==> src/rtl/gcd_controller.sv <==
// gcd_controller: subtract-and-compare GCD sequencer whose working registers feed an external comparator.
// Build macro GCD_ZERO_CHECK_EN: when defined, a zero operand skips RUN and completes immediately.
module gcd_controller (
    input  logic        clk,
    input  logic        rst_n,
    input  logic        start,
    input  logic [15:0] a_in,
    input  logic [15:0] b_in,
    output logic [15:0] cmp_a,
    output logic [15:0] cmp_b,
    input  logic        lt,
    input  logic        eq,
    output logic        busy,
    output logic        done,
    output logic [15:0] result,
    output logic [15:0] iter_cnt
);

    typedef enum logic [1:0] {
        IDLE = 2'd0,
        RUN  = 2'd1,
        DONE = 2'd2
    } state_t;

    state_t      state_r;
    logic [15:0] a_r;
    logic [15:0] b_r;
    logic [15:0] result_r;
    logic [15:0] iter_r;
    logic        busy_r;
    logic        done_r;

    function automatic logic [15:0] sat_inc(input logic [15:0] value);
        logic [15:0] inc_v;
        if (value == 16'hFFFF) begin
            inc_v = 16'hFFFF;
        end else begin
            inc_v = value + 16'd1;
        end
        return inc_v;
    endfunction

`ifdef GCD_ZERO_CHECK_EN
    function automatic logic has_zero(input logic [15:0] x, input logic [15:0] y);
        return (x == 16'd0) || (y == 16'd0);
    endfunction
`endif

    // Sequencer: state, working registers A/B and every output register.
    always_ff @(posedge clk or negedge rst_n) begin
        if (!rst_n) begin
            state_r  <= IDLE;
            a_r      <= 16'd0;
            b_r      <= 16'd0;
            result_r <= 16'd0;
            iter_r   <= 16'd0;
            busy_r   <= 1'b0;
            done_r   <= 1'b0;
        end else begin
            case (state_r)
                IDLE: begin
                    if (start) begin
                        a_r    <= a_in;
                        b_r    <= b_in;
                        iter_r <= 16'd0;
`ifdef GCD_ZERO_CHECK_EN
                        if (has_zero(a_in, b_in)) begin
                            result_r <= a_in | b_in;
                            busy_r   <= 1'b0;
                            done_r   <= 1'b1;
                            state_r  <= DONE;
                        end else begin
                            busy_r  <= 1'b1;
                            state_r <= RUN;
                        end
`else
                        busy_r  <= 1'b1;
                        state_r <= RUN;
`endif
                    end else begin
                        state_r <= IDLE;
                    end
                end
                RUN: begin
                    // Only lt/eq steer the datapath; a greater-than flag is implied by neither.
                    if (eq) begin
                        result_r <= a_r;
                        busy_r   <= 1'b0;
                        done_r   <= 1'b1;
                        state_r  <= DONE;
                    end else if (lt) begin
                        b_r    <= b_r - a_r;
                        iter_r <= sat_inc(iter_r);
                    end else begin
                        a_r    <= a_r - b_r;
                        iter_r <= sat_inc(iter_r);
                    end
                end
                DONE: begin
                    done_r  <= 1'b0;
                    state_r <= IDLE;
                end
                default: begin
                    busy_r  <= 1'b0;
                    done_r  <= 1'b0;
                    state_r <= IDLE;
                end
            endcase
        end
    end

    assign cmp_a    = a_r;
    assign cmp_b    = b_r;
    assign busy     = busy_r;
    assign done     = done_r;
    assign result   = result_r;
    assign iter_cnt = iter_r;

endmodule

==> config.mk <==
export PLATFORM = sky130hd
export DESIGN_NAME = gcd_controller
export DESIGN_NICKNAME = d
export VERILOG_FILES = /design/src/rtl/gcd_controller.sv
export SDC_FILE = /design/constraint.sdc
export NUM_CORES = 1
export LEC_CHECK = 0
export BUFFER_PORTS_ARGS = -buffer_cell sky130_fd_sc_hd__buf_4
export CAP_MARGIN = 20
export CORE_MARGIN = 3
export CORE_UTILIZATION = 50
export DETAILED_ROUTE_END_ITERATION = 12
export PLACE_DENSITY = 0.74
export RECOVER_POWER = 25
export SETUP_SLACK_MARGIN = 0.3
export SLEW_MARGIN = 40
export SYNTH_ARGS = -nofsm -noshare
export SYNTH_HDL_FRONTEND = slang
export SYNTH_SLANG_ARGS = --single-unit
export TNS_END_PERCENT = 30
==> constraint.sdc <==
create_clock -name clk -period 4.3 [get_ports clk]
set_clock_uncertainty 0.15 [all_clocks]
set_input_delay 0.86 -clock clk [delete_from_list [all_inputs] [get_ports clk]]
set_output_delay 0.86 -clock clk [all_outputs]
set_load 0.01 [all_outputs]
==> impl_metrics.tcl, run 1 <==
set metrics [dict create \
    status "finished with violations" \
    violations "max-capacitance violations, max-slew violations" \
    period_share_pct 65.28 \
    clkTransAtPathRegs_ps 80 \
    core_sq_mm 0.008934 \
    final_nets 714 \
    irDropWorstVdd_uv 401.8 \
    syn_nets 632 \
    ctsHoldBuffers 0 \
    grt_max_degree 69 \
    critPathMaxFanout 8 \
    overflow 0 \
    p_leak_nw 2.796 \
    drive_above_1_share_pct 20.37 \
    fin_area_sq_mm 0.005707 \
    seq_area_frac_synth_pct 36.03 \
    dp.cells 740 \
    final_cells 756 \
    rsz0062_at_grt "no" \
    yosysTopAreaCell "dfrtp_1" \
    clockBufferDepth 2 \
    gp_congestion 0.9648 \
    tritoncts "done" \
    maxCapViolCount 1 \
    fin_ws_ps 1493 \
    design.die.area_sq_mm 0.01065 \
    hold_path_class "flop to flop" \
    synth_edf_count 0 \
    synthTopCellsByArea "dfrtp_1 36%, ha_1 8.5%, o21ai_0 5.8%" \
    synthArstFlopShare_pct 100.0 \
    nFillCells 778 \
    synth_top_area_share_pct 36.03 \
    start_util_pct 52.87 \
    area_growth_syn_to_layout_pct 20.82 \
    tightest_slew_ps 1745 \
    critPathLaunchType "flop" \
    rows 34 \
    grt_use_total_pct 25.37 \
    slowest_stage "ha_1" \
    cts-root-buf "clkbuf_8" \
    dp_slack_ps 1528 \
    path_class "flop to flop" \
    cp.arrival_ps 2900 \
    dieWidth_um 103.2 \
    io_buffers 102 \
    wl_um 13170 \
    final_hold_viol_count 0 \
    n_antenna_cell 0 \
    critPathRequiredTime_ps 4390 \
    powerDensity_mw_per_mm2 863.8 \
    vias_per_cell 5.979 \
    synth_ff_type "dfrtp_1" \
    slowest_delay_ps 440 \
    dp_hpwl_um 9442 \
    syn_area_per_cell_sq_um 8.419 \
    grt_pass1_wl_um 21480 \
    post-cts-setup-buffers 0 \
    drtAntennaViolNets 0 \
    io_pins 103 \
    drt-pass1-iter-count 7 \
    critPathCaptureType "flop" \
    synthDistinctLibCells 56 \
    drt_iter0_drc 350 \
    clk_latency_ps 360 \
    yosysWarningCount 0 \
    tns_ps 0 \
    first_global_vias 4371 \
    slew_viol_final 69 \
    die_h_um 103.2 \
    drt-wirelength-per-cell_um 17.42 \
    worstPathCellList "inv_1, ha_1, and2_4, a221oi_2, o211ai_1, a311oi_1, xor2_1, a221oi_1" \
    placed_area_sq_mm 0.005508 \
    slew_headroom_pct -16.31 \
    fmaxAchievable_ghz 0.3563 \
    min_period_ps 2807 \
    setup_viol 0 \
    antenna_found_initial 0 \
    netlist_instances 561 \
    vias 4520 \
    synthesis.area_sq_mm 0.004723 \
    synth-seq-cells 68 \
    cts_num_sinks 68 \
    cts-htree-levels 3 \
    postCtsResizedCells 0 \
    drc 0 \
    cts-buffers-inserted 9 \
]
cells in the mapped netlist (all sizes together), types with 3 or more instances:
cell type  number
a211oi          6
a221oi          5
clkbuf         25
ha             32
o21ai          55
nand2          66
nor3            8
and2            3
nand4           7
o211ai         13
nor2           26
mux2i           3
a22o           11
dfrtp          68
nand3          21
buf            10
a21oi          41
nor4            3
o31ai           6
o21a            3
o21bai          4
xnor2          14
nor2b           8
a31oi          12
xor2            5
and3           16
inv            41
nand2b          3
a21o           21
routing by layer:
layer | global-route usage, % | part of all wire (%) | vias up
li1 | - | - | 2156
met1 | 35.33 | 45 | 2168
met2 | 40.31 | 47 | 171
met3 | 4.091 | 6.0 | 25
met4 | 8.665 | 2.0 | 0
met5 | 0 | 0 | -
power breakdown:
group / total, mW / switching [mW] / internal [mW] / leakage [nW]
logic: 3.24 / 1.87 / 1.37 / 1.86
clock network: 0.562 / 0.261 / 0.300 / 0.0959
registers: 1.12 / 0.242 / 0.880 / 0.843
total: 4.93 / 2.37 / 2.56 / 2.80
critical path, delay by kind of cell, from the launching register on:
family | cells | cell delay [ps]
AOI/OAI and AO/OA | 4 | 1260
xor gates and xnor gates | 1 | 110
and+or+nand+nor | 1 | 260
DFF | 1 | 400
buffers and inverters | 1 | 70
adders and majority gates | 1 | 440
layout make-up:
| cell class | instances | area, sq um | share of cell area (%) |
|---|---|---|---|
| clock inverters | 3 | 45.04 | 0.7893 |
| repair buffers | 106 | 793.3 | 13.90 |
| inverters | 41 | 153.9 | 2.697 |
| flip-flops and latches | 68 | 1702 | 29.82 |
| clock buffers | 13 | 158.9 | 2.784 |
| multi-input cells | 417 | 2719 | 47.64 |
| well taps | 108 | 135.1 | 2.368 |
through the flow:
step	power (mW)	hold WS [ps]	utilization [%]
2_1_floorplan	3.383	356.0	-
3_3_place_gp	4.240	314.6	61.47
3_5_place_dp	4.321	324.3	61.65
4_1_cts	4.896	342.1	63.94
5_1_grt	5.325	355.5	63.88
6_report	4.929	335.4	63.88
state kept, by name (all words and copies together) (netlist names):
signal / count
state_r: 2
cmp_b: 16
result: 16
cmp_a: 16
done: 1
iter_cnt: 16
busy: 1
logic make-up after synthesis:
family | after synthesis | share of synthesized area [%]
adder cells (fa/ha/maj) | 34 | 9.324
buffers and inverters | 76 | 6.543
AND/OR/NAND/NOR | 169 | 17.17
XOR/XNOR | 19 | 3.523
flip-flops | 68 | 36.03
multiplexers | 5 | 1.113
AO/OA/AOI/OAI | 190 | 26.30
cells in the final DEF, fill, tap and decap left out, types with 14 or more instances in the layout:
| cell | instances |
|---|---|
| o21ai_0 | 55 |
| and3_1 | 16 |
| dfrtp_1 | 68 |
| nand2_1 | 65 |
| nand3_1 | 21 |
| inv_1 | 41 |
| nor2_1 | 25 |
| buf_4 | 105 |
| a21oi_1 | 41 |
| xnor2_1 | 14 |
| ha_1 | 32 |
| a21o_1 | 21 |
path summary, 6_finish.rpt:
check	startpoint	endpoint	slack, ps	depth (start not counted)
worst max-delay path	cmp_a[4]	cmp_b[14]	1490	8
worst min-delay path	result[12]	result[12]	340	2
worst max register to register	cmp_a[4]	cmp_b[14]	1490	8
worst min register to register	result[12]	result[12]	340	2
max in group asynchronous	rst_n	cmp_b[1]	2150	1
min in group asynchronous	rst_n	cmp_a[8]	780	1
Note: power is estimated with default switching activity, not from simulation.
==> inputs of run 2 (changes only) <==
==> constraint.sdc (replaced) <==
create_clock -name clk -period 2.6 [get_ports clk]
set_clock_uncertainty 0.15 [all_clocks]
set_input_delay 0.52 -clock clk [delete_from_list [all_inputs] [get_ports clk]]
set_output_delay 0.52 -clock clk [all_outputs]
set_load 0.01 [all_outputs]
==> impl_metrics.tcl, run 2 (synthesis gave the netlist of run 1 again) <==
set metrics [dict create \
    fin_ws_ps 217.9 \
    tritoncts "done" \
    status "finished with violations" \
    core_sq_mm 0.008934 \
    critPathMaxFanout 3 \
    grt_pass1_wl_um 22380 \
    die_h_um 103.2 \
    vias_per_cell 5.975 \
    irDropWorstVdd_uv 854.4 \
    finalPower_mw 9.176 \
    gp_congestion 0.9508 \
    final_hold_viol_count 0 \
    overflow 0 \
    io_buffers 102 \
    fin_area_sq_mm 0.006173 \
    cts_num_sinks 68 \
    n_antenna_cell 0 \
    area_growth_syn_to_layout_pct 30.70 \
    slew_viol_final 69 \
    drt-wirelength-per-cell_um 17.56 \
    final_common_cell "buf_4" \
    design.die.area_sq_mm 0.01065 \
    drt_iter0_drc 303 \
    ctsHoldBuffers 0 \
    cts-root-buf "clkbuf_8" \
    maxCapViolCount 1 \
    vias 4726 \
    dp_hpwl_um 9905 \
    cts-buffers-inserted 9 \
    slew_headroom_pct -16.72 \
    critPathLaunchType "flop" \
    final_cells 791 \
    tns_ps 0 \
    cp.arrival_ps 2470 \
    tightest_slew_ps 1751 \
    fmaxAchievable_ghz 0.4198 \
    grt_max_degree 69 \
    wl_um 13890 \
    setup_viol 0 \
    rsz0062_at_grt "yes" \
    powerDensity_mw_per_mm2 1486 \
    p_leak_nw 2.987 \
    min_period_ps 2382 \
    hold_path_class "input port to flop" \
    placed_area_sq_mm 0.005632 \
    final_nets 749 \
    cts-htree-levels 3 \
    dieWidth_um 103.2 \
    clkTransAtPathRegs_ps 80 \
    drtAntennaViolNets 0 \
    start_util_pct 52.87 \
    final_cell_mix "139 x buf_4, 65 x nand2_1, 65 x dfrtp_1, 53 x o21ai_0, 38 x a21oi_1" \
    violations "max-capacitance violations, max-slew violations" \
    io_pins 103 \
    antenna_found_initial 0 \
    first_global_vias 4582 \
    grt_use_total_pct 26.63 \
    r2r_setup_slack_ps 220 \
    dp.cells 756 \
    critPathRequiredTime_ps 2690 \
    drc 0 \
    critPathCaptureType "flop" \
    rows 34 \
    path_class "flop to flop" \
    dp_slack_ps -28.05 \
    drt-pass1-iter-count 5 \
    period_share_pct 91.62 \
    clk_latency_ps 360 \
    drive_above_1_share_pct 28.99 \
    clockBufferDepth 2 \
]
==> run 2: cell types whose count changed in the layout (fill, tap and decap cells not counted), sizes merged <==
cell    previous run  this run
clkbuf            14        13
inv               41        42
clkinv             0         1
buf              105       139
==> run 2: layout make-up <==
type / instances / area [sq um]
clock buffer: 11 / 151.4
tap: 108 / 135.1
inverter: 41 / 153.9
fill: 728 / 2760
clock inverter: 5 / 58.81
multi-input combinational: 417 / 2913
timing repair buffer: 141 / 1056
sequential: 68 / 1705
==> run 2: final timing paths <==
kind	startpoint	end	cells after the start
setup / recovery	cmp_b[0]	cmp_b[10]	11
setup reg to reg	cmp_b[0]	cmp_b[10]	11
min in group asynchronous	rst_n	cmp_a[8]	2
hold / removal	a_in[15]	cmp_a[15]	3
max in group asynchronous	rst_n	cmp_b[3]	2
hold reg to reg	result[11]	result[11]	2
==> run 2: what timing repair did <==
| action | 4_1_cts | 5_1_grt |
|---|---|---|
| buffers inserted | 8 | 11 |
| setup endpoints to repair | 29 | 34 |
| gates resized for setup | 29 | 16 |
| pin swaps | 11 | 13 |
==> run 2: stage by stage <==
stage	utilization, %	hold WS (ps)
2_1_floorplan	-	74.41
6_report	69.10	259.3
5_1_grt	69.10	273.5
3_3_place_gp	63.04	312.6
3_5_place_dp	63.04	321.3
4_1_cts	67.51	32.05
==> run 2: routing by layer <==
metal	vias up	GRT usage, %	part of all wire, %
met5	-	0	0
met4	0	8.865	1.7
met3	22	4.628	7.0
met2	166	41.88	46
met1	2307	37.38	46
li1	2231	-	-
==> run 2: critical path: stages, from the launching register on <==
cell      delay (ps)
dfrtp_1          400
inv_2             70
ha_4             170
fa_2             410
nor2b_4          180
a221oi_4         100
buf_4            150
buf_4            120
o21ai_2          140
a31oi_1          120
mux2i_1          170
o211ai_1         100
==> run 2: where the power goes <==
group	total, mW	switching (mW)	internal [mW]
clock network	0.952	0.455	0.497
logic	6.36	3.41	2.95
registers	1.87	0.406	1.46
